===== config.mk =====
export PLATFORM = sky130hd
export DESIGN_NAME = spi_master
export DESIGN_NICKNAME = d
export VERILOG_FILES = /design/src/rtl/spi_pkg.sv /design/src/rtl/spi_master_sck_gen.sv /design/src/rtl/spi_master.sv
export SDC_FILE = /design/constraint.sdc
export NUM_CORES = 1
export LEC_CHECK = 0
export BUFFER_PORTS_ARGS = -buffer_cell sky130_fd_sc_hd__buf_2
export CAP_MARGIN = 20
export CORE_AREA = 2 2 103 105
export DETAILED_ROUTE_END_ITERATION = 12
export DIE_AREA = 0 0 105 107
export PLACE_DENSITY = 0.68
export RECOVER_POWER = 50
export SLEW_MARGIN = 20
export SYNTH_ARGS = -nofsm -noshare
export SYNTH_HDL_FRONTEND = slang
export SYNTH_SLANG_ARGS = --single-unit

===== constraint.sdc =====
create_clock -name clk -period 2.05 [get_ports clk]
set_input_delay 0.205 -clock clk [delete_from_list [all_inputs] [get_ports clk]]
set_output_delay 0.205 -clock clk [all_outputs]
set_load 0.1 [all_outputs]

===== src/rtl/spi_pkg.sv =====
// Shared types and constants for the SPI master and its sck generator.
package spi_pkg;

  localparam int DATA_W_DEF = 32;
  localparam int BIT_CNT_W  = $clog2(DATA_W_DEF);

  typedef enum logic [1:0] {
    IDLE = 2'd0,
    LOW  = 2'd1,
    HIGH = 2'd2,
    GAP  = 2'd3
  } spi_state_e;

  function automatic int cnt_w(input int n);
    return (n > 1) ? $clog2(n) : 1;
  endfunction

endpackage


===== src/rtl/spi_master_sck_gen.sv =====
// Half-period counter producing sck (CPOL=0) plus strobes marking the edge about to happen.
module sck_gen #(
  parameter int CLK_DIV = 4
) (
  input  logic clk,
  input  logic reset,
  input  logic run,
  output logic sck,
  output logic rise_stb,
  output logic fall_stb
);

  localparam int HP_W = (CLK_DIV > 1) ? $clog2(CLK_DIV) : 1;
  localparam logic [HP_W-1:0] HP_LAST = HP_W'(CLK_DIV - 1);

  logic [HP_W-1:0] hp_q, hp_d;
  logic            sck_q, sck_d;
  logic            term;

  // Strobes are asserted in the cycle whose closing edge toggles sck.
  always_comb begin
    term  = run && (hp_q == HP_LAST);
    hp_d  = '0;
    sck_d = 1'b0;
    if (run) begin
      hp_d  = term ? '0 : hp_q + 1'b1;
      sck_d = term ? ~sck_q : sck_q;
    end
  end

  always_ff @(posedge clk or negedge reset) begin
    if (!reset) begin
      hp_q  <= '0;
      sck_q <= 1'b0;
    end else begin
      hp_q  <= hp_d;
      sck_q <= sck_d;
    end
  end

  assign sck      = sck_q;
  assign rise_stb = term && !sck_q;
  assign fall_stb = term && sck_q;

endmodule


===== src/rtl/spi_master.sv =====
// SPI master (CPOL=0, CPHA=0): one DATA_W-bit MSB-first exchange per accepted start.
module spi_master
  import spi_pkg::*;
#(
  parameter int DATA_W  = DATA_W_DEF,
  parameter int CLK_DIV = 4,
  parameter int GAP_CYC = 2
) (
  input  logic              clk,
  input  logic              reset,
  input  logic              start,
  input  logic [DATA_W-1:0] tx_data,
  output logic [DATA_W-1:0] rx_data,
  output logic              busy,
  output logic              done,
  output logic              sck,
  output logic              sdo,
  input  logic              sdi
);

  localparam int CNT_W    = (DATA_W == DATA_W_DEF) ? BIT_CNT_W : cnt_w(DATA_W);
  localparam int GAP_W    = cnt_w(GAP_CYC);
  localparam int GAP_LAST = (GAP_CYC > 0) ? GAP_CYC - 1 : 0;

  spi_state_e        state_q, state_d;
  logic [DATA_W-1:0] tx_sr_q, tx_sr_d;
  logic [DATA_W-1:0] rx_sr_q, rx_sr_d;
  logic [DATA_W-1:0] rx_data_q, rx_data_d;
  logic [CNT_W-1:0]  bit_q, bit_d;
  logic [GAP_W-1:0]  gap_q, gap_d;
  logic              done_q, done_d;
  logic              run, rise_stb, fall_stb, last_bit;

  assign run      = (state_q == LOW) || (state_q == HIGH);
  assign last_bit = (bit_q == CNT_W'(DATA_W - 1));

  sck_gen #(.CLK_DIV(CLK_DIV)) u_sck_gen (
    .clk      (clk),
    .reset    (reset),
    .run      (run),
    .sck      (sck),
    .rise_stb (rise_stb),
    .fall_stb (fall_stb)
  );

  // tx shifts with zero fill, so sdo settles back to 0 after the final bit.
  always_comb begin
    state_d   = state_q;
    tx_sr_d   = tx_sr_q;
    rx_sr_d   = rx_sr_q;
    rx_data_d = rx_data_q;
    bit_d     = bit_q;
    gap_d     = gap_q;
    done_d    = 1'b0;
    case (state_q)
      IDLE: begin
        if (start) begin
          tx_sr_d = tx_data;
          bit_d   = '0;
          state_d = LOW;
        end
      end
      LOW: begin
        if (rise_stb) begin
          rx_sr_d = {rx_sr_q[DATA_W-2:0], sdi};
          state_d = HIGH;
        end
      end
      HIGH: begin
        if (fall_stb) begin
          tx_sr_d = tx_sr_q << 1;
          if (last_bit) begin
            rx_data_d = rx_sr_q;
            done_d    = 1'b1;
            gap_d     = '0;
            state_d   = (GAP_CYC == 0) ? IDLE : GAP;
          end else begin
            bit_d   = bit_q + 1'b1;
            state_d = LOW;
          end
        end
      end
      GAP: begin
        if (gap_q == GAP_W'(GAP_LAST)) state_d = IDLE;
        else                           gap_d   = gap_q + 1'b1;
      end
      default: state_d = IDLE;
    endcase
  end

  always_ff @(posedge clk or negedge reset) begin
    if (!reset) begin
      state_q   <= IDLE;
      tx_sr_q   <= '0;
      rx_sr_q   <= '0;
      rx_data_q <= '0;
      bit_q     <= '0;
      gap_q     <= '0;
      done_q    <= 1'b0;
    end else begin
      state_q   <= state_d;
      tx_sr_q   <= tx_sr_d;
      rx_sr_q   <= rx_sr_d;
      rx_data_q <= rx_data_d;
      bit_q     <= bit_d;
      gap_q     <= gap_d;
      done_q    <= done_d;
    end
  end

  assign rx_data = rx_data_q;
  assign busy    = (state_q != IDLE);
  assign done    = done_q;
  assign sdo     = tx_sr_q[DATA_W-1];

endmodule


==> impl_results.md <==
* Outcome: finished clean
* Cells after synthesis at about 340
* PD cells at between 1000 and 1500 mW/mm2
* Syn Area/Cell at between 10 and 15 um2
* Die Y at roughly 110 um
* DRT Wirelength at just over 8000 um
* Worst EP arrival at 2200 ps
* TritonCTS Buffers at 9
* Sequential share of the synthesized area at 0.602
* Max Cap Viol at 0
* DR pass1 iterations at 4
* Met3 Use GR at 0.0480
* # setup viols final at 0
* First-pass GRT wire length at 13,900 um
* Clock latency on the worst-skew pair at 370 ps
* GPL Wtd Cong at 0.791
* Largest net degree at the start of global routing at 46
* Crit path largest cell delay at roughly 420 ps
* Root Driver: clkbuf_8
* Mapped cell area at 0.00449 mm2
* Most frequent CP cell: buf_12
* Post-DRT Antenna Nets at 0
* Critical path origin: state_q[1]
* Slew HR at 0.230
* Clock sinks at 108
* Die width at 105 um
* Crit start category: register
* Layout cells sized above 1 at 0.400
* CP cell instances: inv_1 -> ha_4 -> nand3_4 -> a211oi_4 -> buf_12 -> buf_12 -> buf_12 -> nor2_1 -> a21oi_1
* WL/cell at 14.4 um
* Core Area at 0.0101 mm2
* Area of placed instances at slightly above 0.005 mm2
* Overall routing resource usage at 0.153
* WP data required at 2340 ps
* Pwr Total at 0.00692 W
* I/O Buffers at 71
* Synth cell types at 30
* Initial DRC Count at 105
* Total of fill cells in the finished design at 899
* CTS tree: built
* Initial antenna violation count at 0
* Syn nets at between 300 and 400
* Starting Density at 0.445
* Hpwl dp at around 5300 um
* #FFs+latches synth at 108
* Setup CP Type: reg -> reg
* Commonest non-fill, non-tap cell in the layout: dfrtp_1
* Worst vdd ir at 0.870 mV
* Diode count at 0
* Die Area at 0.0112 mm2
* IO Pins at between 70 and 80
* Nets at ~470
* Gr ovfl total at 0
* Most frequent cells in the layout: dfrtp_1 (107), mux2_2 (63), buf_2 (56), mux2i_1 (34), a21oi_1 (34)
* Drc violations at 0
* Busiest layer in global routing: met2
* Via count of the first global-routing pass at just under 3,000
* Fmax at 521 MHz
* Htree depth at 3
* WHS at 69.5 ps
* Min-Delay Startpoint: sdi
* Crit Path Max Fanout at 18
* Vias per Instance at around 5
* Hold Crit Class: in -> reg
* Worst-path clk slew at 100 ps
* Worst setup EP type: register
* CP bufs+invs at 4
* Final-report max-slew violation count at 0
* Met2 usage at 0.239
* DR vias at between 2,000 and 3,000
* Met1 Usage GRT at 0.208
* Final hold violation count at 0
* CTS Buffer Depth at 2
* CP top delay family: buffers and inverters
* Crit-path slowest cell: dfrtp_1
* Post-route minimum period at about 1900 ps
* Yosys warns at 0
* Lkg Pwr at 2.72 nW
* Final Cell Area at ~0.0055 mm2
* R2R Path Start: state_q[1]
* Area delta synth->final at 22.1%
* Setup Skew at between 10 and 15 ps
* Rows at 37
* Slew @ Worst Pin at 1160 ps
* Final Cycle Share at 0.936
[cells in the mapped netlist]
cell type,n,area [um2]
nor2_2,1,6.26
clkbuf_1,9,33.8
xor2_1,1,8.76
and3_1,1,6.26
mux2i_1,34,340
buf_1,2,7.51
nand3b_1,1,7.51
a41oi_1,1,8.76
nor3_1,2,10.0
o21ai_0,3,15.0
a21oi_1,34,170
dfrtp_1,108,2700
mux2_1,1,11.3
nand3_2,1,10.0
mux2_2,63,709
ha_1,7,87.6
and2_1,2,12.5
a21o_1,1,7.51
a31oi_1,1,6.26
nor2b_1,3,18.8
a211oi_2,1,12.5
nor2_1,32,120
nor3b_1,2,15.0
nand4b_1,4,35.0
nand2b_1,2,12.5
inv_1,5,18.8
o21ai_1,1,5.00
nand2_1,5,18.8
nand3_1,7,35.0
buf_2,8,40.0
[sequential cells by signal, indices dropped and copies added (netlist names)]
| signal | count |
|---|---|
| bit_q | 5 |
| done | 1 |
| gap_q | 1 |
| rx_data | 32 |
| rx_sr_q | 32 |
| state_q | 2 |
| tx_sr_q | 32 |
| u_sck_gen.hp_q | 2 |
| u_sck_gen.sck | 1 |
[cell type report]
class / count / area, um2 / area share
multi-input combinational: 211 / 1730 / 0.314
clock inverter: 6 / 76.3 / 0.0139
tap: 136 / 170 / 0.0310
timing repair buffer: 95 / 666 / 0.121
sequential: 108 / 2700 / 0.493
clock buffer: 10 / 128 / 0.0233
inverter: 5 / 18.8 / 0.00342
[metrics by stage]
step	util	std cells	TNS [ps]	setup slack, ps
6_report	0.544	571	0	132
3_5_place_dp	0.505	542	0	1.99
4_1_cts	0.531	560	0	67.0
5_1_grt	0.544	571	-0.583	-0.583
2_1_floorplan	-	343	-561	-24.4
3_3_place_gp	0.505	542	0	131
[worst register-to-register path: cells and delay by family (launching register included)]
family / cells / cell delay (ps)
compound gates: 2 / 430
flops: 1 / 420
buf+inv: 4 / 520
fa+ha+maj: 1 / 320
simple gates: 2 / 170
[per-layer routing]
metal,routed length (um),vias to the layer above
li1,-,1382
met1,3870,1450
met2,3810,70
met3,501,7
met4,69,0
met5,0,-
[logic make-up (layout without fill, tap and decap cells)]
logic type               Yosys count  count (layout)  share of synthesized area
buffers and inverters             24             116                     0.0223
adder cells (fa/ha/maj)            7               7                     0.0195
XOR/XNOR                           1               1                    0.00195
AO/OA/AOI/OAI                     42              42                     0.0501
AND/OR/NAND/NOR                   63              63                     0.0685
multiplexers                      98              98                      0.236
flip-flops                       108             108                      0.602
[worst paths after layout]
path	cells after the start	endpoint	slack, ps
min in group asynchronous	2	tx_sr_q[15]	480
worst min register to register	1	u_sck_gen.hp_q[0]	480
worst min-delay path	2	rx_sr_q[0]	70
max in group asynchronous	3	rx_data[11]	390
worst max register to register	9	tx_sr_q[9]	130
worst max-delay path	9	tx_sr_q[9]	130
[what timing repair did]
item | 4_1_cts | 5_1_grt
hold endpoints to repair | 33 | 0
gates cloned | 1 | 2
endpoints found under the setup margin | 6 | 27
gates resized for setup | 1 | 1
pin swaps | 1 | 1
buffers inserted | 0 | 9
hold buffers | 1 | 0
[power breakdown]
group	internal, W	leakage (nW)	switching, W
clock network	0.000590	0.104	0.000739
registers	0.00257	1.39	0.000253
logic	0.00132	1.23	0.00145
total	0.00448	2.72	0.00244
Power figures use the tool's default switching activity.
